$ cat src/rtl/seq_adder_if.sv
// Handshake/data bundle for seq_adder; sub exists only when
// SEQ_ADDER_SUB_EN is defined.
interface seq_adder_if #(
    parameter int WIDTH = 8
);
    logic             start;
    logic [WIDTH-1:0] a;
    logic [WIDTH-1:0] b;
`ifdef SEQ_ADDER_SUB_EN
    logic             sub;
`endif
    logic             busy;
    logic             done;
    logic [WIDTH-1:0] sum;
    logic             cout;

`ifdef SEQ_ADDER_SUB_EN
    modport master (
        output start, a, b, sub,
        input  busy, done, sum, cout
    );
    modport slave (
        input  start, a, b, sub,
        output busy, done, sum, cout
    );
`else
    modport master (
        output start, a, b,
        input  busy, done, sum, cout
    );
    modport slave (
        input  start, a, b,
        output busy, done, sum, cout
    );
`endif
endinterface

$ cat src/rtl/seq_adder.sv
// Digit-serial adder: DIGIT bits per clock, LSB digit first.
// Define SEQ_ADDER_SUB_EN to add the sub port and subtract path.
module seq_adder #(
    parameter int WIDTH = 8,
    parameter int DIGIT = 1
) (
    input logic      clk,
    input logic      rst_n,
    seq_adder_if.slave bus
);
    localparam int N  = WIDTH / DIGIT;
    localparam int CW = (N > 1) ? $clog2(N) : 1;
    localparam logic [CW-1:0] LAST = CW'(N - 1);

    if (WIDTH < 2 || (WIDTH % DIGIT) != 0) begin : g_bad_cfg
        $error("seq_adder: WIDTH must be >=2 and a multiple of DIGIT");
    end

    typedef enum logic [1:0] {
        IDLE,
        RUN,
        DONE
    } state_t;

    state_t           state_q, state_d;
    logic [CW-1:0]    cnt_q, cnt_d;
    logic [WIDTH-1:0] a_q, a_d;
    logic [WIDTH-1:0] b_q, b_d;
    logic [WIDTH-1:0] acc_q, acc_d;
    logic [WIDTH-1:0] sum_q, sum_d;
    logic             carry_q, carry_d;
    logic             cout_q, cout_d;
    logic             sub_q, sub_d;

    logic             sub_i;
    logic             accept;
    logic [DIGIT-1:0] dig_b;
    logic [DIGIT:0]   dig_s;
    logic [WIDTH+DIGIT-1:0] shifted;

`ifdef SEQ_ADDER_SUB_EN
    assign sub_i = bus.sub;
`else
    assign sub_i = 1'b0;
`endif

    assign accept  = (state_q != RUN) && bus.start;
    // Inverted B plus carry-in of 1 gives A-B in two's complement
    assign dig_b   = b_q[DIGIT-1:0] ^ {DIGIT{sub_q}};
    assign dig_s   = {1'b0, a_q[DIGIT-1:0]} + {1'b0, dig_b}
                   + {{DIGIT{1'b0}}, carry_q};
    assign shifted = {dig_s[DIGIT-1:0], acc_q};

    always_comb begin
        state_d = state_q;
        cnt_d   = cnt_q;
        a_d     = a_q;
        b_d     = b_q;
        acc_d   = acc_q;
        sum_d   = sum_q;
        carry_d = carry_q;
        cout_d  = cout_q;
        sub_d   = sub_q;
        unique case (state_q)
            IDLE, DONE: begin
                if (accept) begin
                    state_d = RUN;
                    cnt_d   = '0;
                    a_d     = bus.a;
                    b_d     = bus.b;
                    acc_d   = '0;
                    sub_d   = sub_i;
                    carry_d = sub_i;
                end else begin
                    state_d = IDLE;
                end
            end
            RUN: begin
                a_d     = a_q >> DIGIT;
                b_d     = b_q >> DIGIT;
                acc_d   = shifted[WIDTH+DIGIT-1:DIGIT];
                carry_d = dig_s[DIGIT];
                if (cnt_q == LAST) begin
                    state_d = DONE;
                    sum_d   = shifted[WIDTH+DIGIT-1:DIGIT];
                    cout_d  = dig_s[DIGIT];
                end else begin
                    cnt_d = cnt_q + 1'b1;
                end
            end
            default: state_d = IDLE;
        endcase
    end

    always_ff @(posedge clk or negedge rst_n) begin
        if (!rst_n) begin
            state_q <= IDLE;
            cnt_q   <= '0;
            a_q     <= '0;
            b_q     <= '0;
            acc_q   <= '0;
            sum_q   <= '0;
            carry_q <= 1'b0;
            cout_q  <= 1'b0;
            sub_q   <= 1'b0;
        end else begin
            state_q <= state_d;
            cnt_q   <= cnt_d;
            a_q     <= a_d;
            b_q     <= b_d;
            acc_q   <= acc_d;
            sum_q   <= sum_d;
            carry_q <= carry_d;
            cout_q  <= cout_d;
            sub_q   <= sub_d;
        end
    end

    assign bus.busy = (state_q == RUN);
    assign bus.done = (state_q == DONE);
    assign bus.sum  = sum_q;
    assign bus.cout = cout_q;
endmodule

$ cat src/flat_wrapper.sv
// flat-port wrapper written by rule: the top's interface ports become plain ports
module seq_adder_flat 
#(
    parameter int WIDTH = 8,
    parameter int DIGIT = 1
)
  (clk, rst_n, bus_start, bus_a, bus_b, bus_busy, bus_done, bus_sum, bus_cout);
  seq_adder_if #(.WIDTH(WIDTH)) bus_i ();
  input logic clk;
  input logic rst_n;
  input wire logic [$bits(bus_i.start)-1:0] bus_start;
  input wire logic [$bits(bus_i.a)-1:0] bus_a;
  input wire logic [$bits(bus_i.b)-1:0] bus_b;
  output wire logic [$bits(bus_i.busy)-1:0] bus_busy;
  output wire logic [$bits(bus_i.done)-1:0] bus_done;
  output wire logic [$bits(bus_i.sum)-1:0] bus_sum;
  output wire logic [$bits(bus_i.cout)-1:0] bus_cout;
  assign bus_i.start = bus_start;
  assign bus_i.a = bus_a;
  assign bus_i.b = bus_b;
  assign bus_busy = bus_i.busy;
  assign bus_done = bus_i.done;
  assign bus_sum = bus_i.sum;
  assign bus_cout = bus_i.cout;
  seq_adder #(.WIDTH(WIDTH), .DIGIT(DIGIT)) u_core (.clk(clk), .rst_n(rst_n), .bus(bus_i));
endmodule
$ cat config.mk
export PLATFORM = sky130hd
export DESIGN_NAME = seq_adder_flat
export DESIGN_NICKNAME = d
export VERILOG_FILES = /design/src/rtl/seq_adder_if.sv /design/src/rtl/seq_adder.sv /design/src/flat_wrapper.sv
export SDC_FILE = /design/constraint.sdc
export NUM_CORES = 1
export LEC_CHECK = 0
export BUFFER_PORTS_ARGS = -buffer_cell sky130_fd_sc_hd__buf_2
export CAP_MARGIN = 20
export CORE_MARGIN = 2
export CORE_UTILIZATION = 31
export DETAILED_ROUTE_END_ITERATION = 8
export GPL_ROUTABILITY_DRIVEN = 0
export HOLD_SLACK_MARGIN = 0.02
export SYNTH_ARGS = -nofsm -noshare
export SYNTH_HDL_FRONTEND = slang
export SYNTH_SLANG_ARGS = --single-unit
$ cat constraint.sdc
create_clock -name clk -period 1.8 [get_ports clk]
set_input_delay 0.09 -clock clk [delete_from_list [all_inputs] [get_ports clk]]
set_output_delay 0.09 -clock clk [all_outputs]
set_load 0.1 [all_outputs]
Word-level counts from Yosys, hierarchy flattened
Index checks and enable logic that the tools add are counted.
- output and inout port bits: 11
- word-level logic and storage cells: 39
- input port bits: 19
- bits in registers: 39
- add/subtract/negate cells: 3
- equal/unequal tests: 7
- multiplexer cells: 14
- reductions and logical operators: 7
- operator list (cell ; count):
    $pmux W8 S2 ; 3
    $mux W8 ; 3
    $mux W3 ; 2
    $ne A2 B1 Y1 const B ; 3
    $pmux W3 S2 ; 1
    $pmux W2 S2 ; 1
    $reduce_and A2 Y1 ; 2
    $add A3 B1 Y3 const B ; 1
    $eq A3 B3 Y1 const B ; 1
    $reduce_and A3 Y1 ; 1
    $add A1 B1 Y2 ; 1
    $add A2 B1 Y2 ; 1
    $eq A2 B1 Y1 const B ; 1
    $eq A2 B2 Y1 const B ; 1
    $logic_not A2 Y1 ; 1
    $mux W1 ; 2
    $mux W2 ; 1
    $ne A2 B2 Y1 const B ; 1
    $pmux W1 S2 ; 1
    $reduce_bool A2 Y1 ; 1
    $reduce_or A2 Y1 ; 1
    $logic_and A1 B1 Y1 ; 1

Longest topological paths before layout
Gate-level depths: netlist of the first run.
- depth in word-level cells: 4
- mapped depth: 5
- gate-level depth less buffers: 4

Worst setup path after synthesis of the first run
OpenSTA, ideal clock, no wires.
- path kind: reg-to-reg
- start: reg u_core.state_q[0]
- end: reg u_core.acc_q[2]
- cell stages (with the launch flop): 4
- library setup time: 196 ps
- clock period less this slack: 2285 ps
- path slack: -485 ps
- data required time: 1604 ps
- data arrival time: 2090 ps
- path buffers: 1
- path through: dfrtp_1 -> buf_2 -> nor2b_1 -> o31ai_1
- RTL lines (element ; line ; RTL):
    start, declared ; seq_adder.sv:25 ; state_t state_q, state_d;
    start signal, assigned ; seq_adder.sv:107 ; state_q <= state_d;
    $eq A2 B1 Y1 (*) ; - ;
    via bus_busy ; flat_wrapper.sv:14 ; output wire logic [$bits(bus_i.busy)-1:0] bus_busy;
    $reduce_bool A2 Y1 (no source line) ; - ;
    $reduce_and A2 Y1 (no source line) ; - ;
    end signal, assigned ; seq_adder.sv:101 ; acc_q <= '0;
    end signal, assigned ; seq_adder.sv:111 ; acc_q <= acc_d;
    end, declared ; seq_adder.sv:29 ; logic [WIDTH-1:0] acc_q, acc_d;
The timed path passes the listed nets; every way through them passes the cells marked *.
A chain may end at the register's enable or synchronous reset.

Worst setup path in the final report of the first run
- start: reg u_core.cnt_q[0]
- end: reg u_core.sum_q[0] (netlist: u_core.bus.sum[0])
- cells in the longest elaborated chain, start to end: 2
- ends and longest elaborated chain (element ; line ; RTL):
    start, declared ; seq_adder.sv:26 ; logic [CW-1:0] cnt_q, cnt_d;
    start signal, assigned ; seq_adder.sv:108 ; cnt_q <= cnt_d;
    $eq A3 B3 Y1 ; seq_adder.sv:83 ; if (cnt_q == LAST) begin
    $reduce_and A2 Y1 (no source line) ; - ;
    end signal, assigned ; seq_adder.sv:112 ; sum_q <= sum_d;
    end, declared ; seq_adder.sv:30 ; logic [WIDTH-1:0] sum_q, sum_d;
Every way passes these cells.

==> metrics, run 1 <==
status complete, no violations; Fin Setup TNS 0 ns; Finished Layout Cells 256; number of port buffers 29; Die ar. 6960 um2; Hold Fails Final Rpt 0; CTS H-Tree Depth 2; wire per inst 13.8 um; die height 83.4 um; CTS tree built; DRC viols 0; Worst Setup End Kind flip-flop; Starting DRT DRC Count 72; arrival time at the worst endpoint 1.77 ns; sequential area share after synthesis 48.7%; pin count of the biggest net entering global routing 39; I/O pins 30; synthesized netlist cell count 143; Synth cell types 26; Critical Path Fanout Max 7; Placed Cells 247; CTS buffer count 5; antenna viol nets, final 0; max-slew violations 0; Rows 28; clk sinks 38; FMAX 0.629 GHz; post-synthesis net count 165; class of the worst hold path input pin to flip-flop; first-pass detailed-route iteration total 3; Yosys top cell area share 48.7%; initial antenna violation count 0; Setup CP Type flip-flop to flip-flop; clock tree buffer depth 2; Post-CTS Setup Bufs 0; Synth area leaders dfrtp_1 49%, mux2i_1 23%, mux2_4 7.7%, mux2_1 3.5%, a22o_1 3.1%; worst setup margin 0.211 ns; Starting Density 32.6%; Tcrit/Tclk final 88.3%; GR Util All Layers 11.4%; Worst Hold Slack 0.0827 ns; via count 1225; synthesis-to-layout area growth 21.3%; CTS Root Cell clkbuf_8; peak supply drop 0.00113 V; worst slack, placed 0.216 ns; Max-Cap Viols 0; # diodes 0; Synth Register Bits 38; first-pass GRT wire length 6410 um; worst endpoint required time 1.98 ns; vias in the first global route 1336; worst skew pair latency 0.29 ns; P_leak 0.00121 uW; post-layout util 39.6%; detailed placement HPWL 2490 um; CP Launch Type flip-flop; Die X 83.4 um; power per standard cell area 1830 nW/um2; slew margin rel. 62.7%; clock skew 0.00459 ns; Final Critical Period 1.59 ns; post-synth top area cell dfrtp_1; Post-Syn Area 1950 um2; core area 5990 um2; share of cells above drive strength 1 33.1%; Yosys warnings 0; clock-pin slew on the worst setup and hold paths 0.08 ns; Mean Syn Cell Area 13.7 um2; setup violators final 0; # nets final 202; DR vias/cell 4.79; RSZ-0062 raised after global routing false; grt total ovfl 0; Worst Tran Pin Value 0.557 ns; wirelength, routed 3540 um; FF-to-FF setup slack 0.21 ns
-- worst paths after layout --
path,start,end,cells past startpoint
min in group asynchronous,rst_n,u_core.bus.sum[5],3
max,u_core.cnt_q[0],u_core.bus.sum[0],5
min reg2reg,u_core.bus.sum[1],u_core.bus.sum[1],1
min,bus_a[4],u_core.a_q[4],3
max reg2reg,u_core.cnt_q[0],u_core.bus.sum[0],5
max in group asynchronous,rst_n,u_core.state_q[0],3
-- worst max-delay path, stage by stage, from the launching register on --
cell and delay, ns:
dfrtp_1 0.41, ha_1 0.21, ha_1 0.23, nand3b_1 0.12, buf_4 0.19, mux2_4 0.31
-- flip-flops by register name, summed over array words and instances (netlist names) --
name             cells
u_core.a_q           8
u_core.b_q           8
u_core.bus.sum       8
u_core.acc_q         7
u_core.cnt_q         3
u_core.state_q       2
u_core.bus.cout      1
u_core.carry_q       1
-- through the flow --
stage | instance area (um2) | power, uW
after floorplan | 1960 | 3220
final | 2370 | 4340
after CTS | 2370 | 4400
after detailed placement | 2240 | 3650
after global placement | 2240 | 3610
after global routing | 2370 | 4620
-- cell usage after synthesis --
| cell type | count |
|---|---|
| nand2_1 | 1 |
| fa_1 | 1 |
| o21ai_0 | 2 |
| o31ai_1 | 1 |
| a22o_1 | 7 |
| mux2_4 | 10 |
| buf_2 | 3 |
| a311o_1 | 2 |
| nor2b_1 | 3 |
| buf_4 | 4 |
| nor2_1 | 2 |
| mux2i_1 | 44 |
| nand2b_1 | 1 |
| o221ai_1 | 1 |
| nor3b_1 | 2 |
| inv_1 | 2 |
| nand3b_1 | 2 |
| ha_1 | 2 |
| nand3_1 | 2 |
| clkbuf_1 | 1 |
| o211a_1 | 2 |
| buf_6 | 2 |
| dfrtp_1 | 38 |
| mux2_1 | 6 |
| a21o_1 | 1 |
| or4b_1 | 1 |
-- area by class of cell --
| cell class | count | area, um2 |
|---|---|---|
| multi-input cells | 93 | 930 |
| clock buffers | 5 | 68.8 |
| flip-flops and latches | 38 | 952 |
| repair buffers | 40 | 273 |
| fillers | 558 | 3620 |
| inverters | 2 | 7.51 |
| clock inverters | 3 | 45.0 |
| well taps | 75 | 93.8 |
-- metal layers --
metal | vias up | share of wire [%] | wire length [um] | GRT usage [%]
met3 | 0 | 5.8 | 204 | 4.87
met4 | 0 | 0 | 0 | 1.79
met5 | - | 0 | 0 | 0
li1 | 599 | - | - | -
met1 | 598 | 51 | 1800 | 15.4
met2 | 28 | 43 | 1530 | 17.4
-- power by group --
group | internal [uW] | leakage (uW) | switching (uW)
registers | 1220 | 0.000488 | 307
logic | 794 | 0.000670 | 1280
clock network | 412 | 0.0000504 | 322
total | 2430 | 0.00121 | 1910
-- cells in the final DEF (no fill, tap or decap), types with 2 or more instances in the layout --
cell / synthesis / routed
mux2i_1: 44 / 44
dfrtp_1: 38 / 37
buf_2: 3 / 27
mux2_4: 10 / 10
buf_4: 4 / 9
a22o_1: 7 / 7
mux2_1: 6 / 6
clkbuf_8: 0 / 5
buf_12: 0 / 3
nor2b_2: 0 / 2
nand3b_1: 2 / 2
nand3_1: 2 / 2
o21ai_0: 2 / 2
nor2_1: 2 / 2
inv_1: 2 / 2
nor3b_1: 2 / 2
o211a_1: 2 / 2
a311o_1: 2 / 2
ha_1: 2 / 2
clkinvlp_4: 0 / 2
-- cell families (layout without fill, tap and decap cells) --
logic type / Yosys count / after routing / share of synthesized area (%)
AO/OA/AOI/OAI: 16 / 16 / 6.91
adder cells (fa/ha/maj): 3 / 3 / 2.30
buffers and inverters: 12 / 50 / 4.03
flip-flops: 38 / 38 / 48.7
multiplexers: 60 / 60 / 33.7
AND/OR/NAND/NOR: 14 / 14 / 4.42
-- repair_timing --
item / CTS / global route
endpoints found under the setup margin: 0 / 1
gates resized for setup: 0 / 1
hold endpoints to repair: 38 / 0
hold buffers: 1 / 0
(Power assumes the default switching activity.)
==> run 2, diff against run 1 <==
- CORE_ASPECT_RATIO: default -> 1.75
==> metrics, run 2 (synthesized netlist as in run 1, its figures left out) <==
clock-pin slew on the worst setup and hold paths 0.08 ns; Post-CTS Resized 0; GR Util All Layers 11.4%; share of cells above drive strength 1 31.8%; clk sinks 38; P_leak 0.00120 uW; status complete, no violations; detailed placement HPWL 2620 um; vias in the first global route 1295; Post-Layout Inst Area 2330 um2; via count 1249; CTS H-Tree Depth 2; Hold Fails Final Rpt 0; Worst Setup End Kind flip-flop; Rows 38; Starting Density 31.9%; # nets final 201; worst endpoint required time 1.97 ns; worst skew pair latency 0.29 ns; wire per inst 14.1 um; slowest stage cell on the critical path dfrtp_1; commonest non-fill, non-tap cell in the layout mux2i_1; class of the worst hold path input pin to flip-flop; Starting DRT DRC Count 66; core area 6130 um2; Worst Tran Pin Value 0.555 ns; clock skew 0.00657 ns; number of port buffers 29; placed cell areas 2240 um2; peak supply drop 0.000363 V; # diodes 0; first-pass GRT wire length 6110 um; CP Launch Type flip-flop; pin count of the biggest net entering global routing 39; met1 GRT Util 12.8%; CTS buffer count 5; initial antenna violation count 0; Die ar. 6980 um2; wirelength, routed 3650 um; Crit path top cell by count ha_1; die height 109 um; crit-path cells ha_1 > ha_1 > nand3b_1 > buf_12 > mux2_4; setup violators final 0; routing usage on met3 3.20%; Setup CP Type flip-flop to flip-flop; antenna viol nets, final 0; Worst Path Buf+Inv 1; max-slew violations 0; Placed Cells 251; DR vias/cell 4.82; Critical Path Fanout Max 10; Finished Layout Cells 259; Final Critical Period 1.55 ns; CP peak stage delay 0.41 ns; Die X 64.0 um; synthesis-to-layout area growth 19.3%; Max-Cap Viols 0; routing usage on met2 19.6%; grt total ovfl 0; Tcrit/Tclk final 86.3%; clock tree buffer depth 2; Post-CTS Setup Bufs 0; CTS Root Cell clkbuf_8; I/O pins 30; RSZ-0062 raised after global routing false; power per standard cell area 1790 nW/um2; Largest delay share family, worst path adder cells; FMAX 0.644 GHz; first-pass detailed-route iteration total 3; Hold Buf Count CTS 1; CTS tree built; grt peak-use layer met2; Fin Setup TNS 0 ns; slew margin rel. 62.9%; most frequent cells in the layout 44 x mux2i_1, 38 x dfrtp_1, 27 x buf_2; arrival time at the worst endpoint 1.73 ns; DRC viols 0
run 2: cell types whose count changed in the layout (fill, tap and decap cells not counted):
cell / previous run / this run
buf_4: 9 / 8
bufinv_16: 1 / 0
clkinv_2: 0 / 2
clkinvlp_4: 2 / 0
dfrtp_1: 37 / 38
dfrtp_2: 1 / 0
run 2: worst min-delay path: cells and delay by family:
kind | cells | cell delay [ns]
buffers and inverters | 1 | 0.08
muxes | 2 | 0.16
run 2: per-stage QoR:
step           total power [uW]  worst slack, ns  hold WS (ns)  utilization, %
2_1_floorplan              3220           0.0795        -0.206               -
3_3_place_gp               3630            0.277         0.177            36.6
4_1_cts                    4240            0.233        0.0817            38.0
3_5_place_dp               3670            0.240         0.176            36.6
5_1_grt                    4420            0.156        0.0893            38.0
6_report                   4180            0.247        0.0815            38.0
run 2: metal layers:
metal | share of wire [%] | vias up | wire [um]
li1 | - | 593 | -
met1 | 44 | 625 | 1600
met2 | 51 | 27 | 1850
met3 | 4.0 | 4 | 146
met4 | 1.3 | 0 | 46
met5 | 0 | - | 0
run 2: final cells by class:
type | instances | area (um2)
clock buffers | 5 | 68.8
clock inverters | 2 | 10.0
fillers | 598 | 3800
inverters | 2 | 7.51
multi-input cells | 93 | 930
flip-flops and latches | 38 | 951
well taps | 80 | 100
repair buffers | 39 | 265
run 2: worst paths after layout:
| path | endpoint | cells after the start | slack (ns) | start |
|---|---|---|---|---|
| min in group asynchronous | u_core.a_q[0] | 3 | 0.38 | rst_n |
| worst max register to register | u_core.bus.sum[0] | 5 | 0.25 | u_core.cnt_q[0] |
| worst min register to register | u_core.bus.sum[5] | 1 | 0.51 | u_core.bus.sum[5] |
| worst min-delay path | u_core.a_q[0] | 3 | 0.08 | bus_a[0] |
| max in group asynchronous | u_core.b_q[2] | 3 | 1.08 | rst_n |
| worst max-delay path | u_core.bus.sum[0] | 5 | 0.25 | u_core.cnt_q[0] |
run 2: report_power, final:
group          leakage [uW]  internal [uW]  switching (uW)  total (uW)
logic              0.000667            805            1310        2110
clock network     0.0000438            260             296         556
registers          0.000489           1220             294        1510
==> run 3, diff against run 2 <==
- CORE_ASPECT_RATIO: 1.75 -> 1.1
==> metrics, run 3 (synthesized netlist as in run 1, its figures left out) <==
Hold Fails Final Rpt 0; CTS tree built; FMAX 0.626 GHz; placed cell areas 2240 um2; Die X 79.7 um; Crit path top cell by count ha_1; core area 6120 um2; Worst Tran Pin Value 0.510 ns; wire per inst 13.4 um; total power 4150 uW; DRC viols 0; Die ar. 6960 um2; first-pass detailed-route iteration total 4; Reg power frac 36.0%; slowest stage cell on the critical path dfrtp_1; P_leak 0.00119 uW; arrival time at the worst endpoint 1.76 ns; antenna viol nets, final 0; first-pass GRT wire length 5910 um; CP peak stage delay 0.41 ns; Post-CTS Resized 0; post-layout util 38.0%; detailed placement HPWL 2440 um; setup violators final 0; number of port buffers 29; fillers 614; grt total ovfl 0; slew margin rel. 65.9%; class of the worst hold path input pin to flip-flop; Fin Setup TNS 0 ns; Starting DRT DRC Count 48; CTS Root Cell clkbuf_8; CP Launch Type flip-flop; crit-path cells ha_1 > ha_1 > nand3b_1 > buf_4 > mux2_4; via count 1206; Net Sw Frac 44.9%; worst endpoint required time 1.97 ns; Starting Density 31.9%; CTS buffer count 5; I/O pins 30; Final Critical Period 1.60 ns; Worst Setup End Kind flip-flop; DR vias/cell 4.64; peak supply drop 0.000890 V; share of cells above drive strength 1 31.1%; most frequent cells in the layout 44 x mux2i_1, 38 x dfrtp_1, 27 x buf_2; P_sw 1860 uW; max-slew violations 0; clk sinks 38; FF-to-FF setup slack 0.20 ns; clock power share 13.3%; commonest non-fill, non-tap cell in the layout mux2i_1; Setup CP Type flip-flop to flip-flop; worst skew pair latency 0.29 ns; clock tree buffer depth 2; P_int 2280 uW; Rows 30; hold path cells 3; Max-Cap Viols 0; # diodes 0; status complete, no violations; Tcrit/Tclk final 88.8%; wirelength, routed 3480 um; synthesis-to-layout area growth 19.0%; die height 87.3 um; pin count of the biggest net entering global routing 39; clock-pin slew on the worst setup and hold paths 0.07 ns; # nets final 202; Critical Path Fanout Max 8; CTS H-Tree Depth 2; RSZ-0062 raised after global routing false; R2R cell count 5; combinational power share 50.8%; power per standard cell area 1780 nW/um2; initial antenna violation count 0; Post-Layout Inst Area 2320 um2; vias in the first global route 1241; clock skew 0.00870 ns; GR Util All Layers 11.1%
==> run 3: cell types whose count changed in the layout (fill, tap and decap cells not counted) <==
| cell | before | now |
|---|---|---|
| buf_4 | 8 | 10 |
| buf_12 | 3 | 2 |
| clkbuf_1 | 0 | 2 |
| clkinv_2 | 2 | 0 |
==> run 3: worst max-delay path, delay by kind of cell (launching register included) <==
kind          cells  cell delay, ns
simple gates      1            0.12
flops             1            0.41
mux               1            0.31
fa+ha+maj         2            0.43
buf+inv           1            0.21
==> run 3: power groups by stage <==
stage                     clock, uW  sequential (uW)  combinational, uW
after global placement            0             1500               2110
after detailed placement          0             1520               2130
after CTS                       574             1500               2130
final                           551             1490               2100
after floorplan                   0             2120               1100
after global routing            615             1550               2250
==> run 3: through the flow <==
stage | worst slack [ns] | cells | hold slack [ns]
CTS | 0.200 | 260 | 0.0813
floorplan | 0.0795 | 143 | -0.206
global route | 0.115 | 260 | 0.0906
detailed placement | 0.213 | 252 | 0.182
finish | 0.202 | 260 | 0.0864
global placement | 0.232 | 252 | 0.176
==> run 3: final timing paths <==
kind	from	end
min in group asynchronous	rst_n	u_core.a_q[0]
max reg2reg	u_core.cnt_q[0]	u_core.bus.sum[5]
min	bus_a[3]	u_core.a_q[3]
min reg2reg	u_core.bus.sum[1]	u_core.bus.sum[1]
max in group asynchronous	rst_n	u_core.carry_q
max	u_core.cnt_q[0]	u_core.bus.sum[5]
==> run 3: area by class of cell <==
cell class	instances	area, um2	area share [%]
flip-flops and latches	38	951	40.9
multi-input cells	93	930	40.0
clock buffers	7	76.3	3.28
well taps	80	100	4.31
inverters	2	7.51	0.323
repair buffers	40	260	11.2
==> run 3: repair_timing <==
item | 4_1_cts | 5_1_grt
hold buffers | 1 | 0
buffers inserted | 0 | 0
endpoints found under the hold margin | 38 | 0
==> run 3: per-layer routing <==
layer / GRT usage (%) / up-vias / share of wire, %
met1: 14.4 / 577 / 49
met4: 4.70 / 0 / 1.4
met3: 3.63 / 5 / 5.6
met2: 17.1 / 29 / 44
li1: - / 595 / -
met5: 0 / - / 0
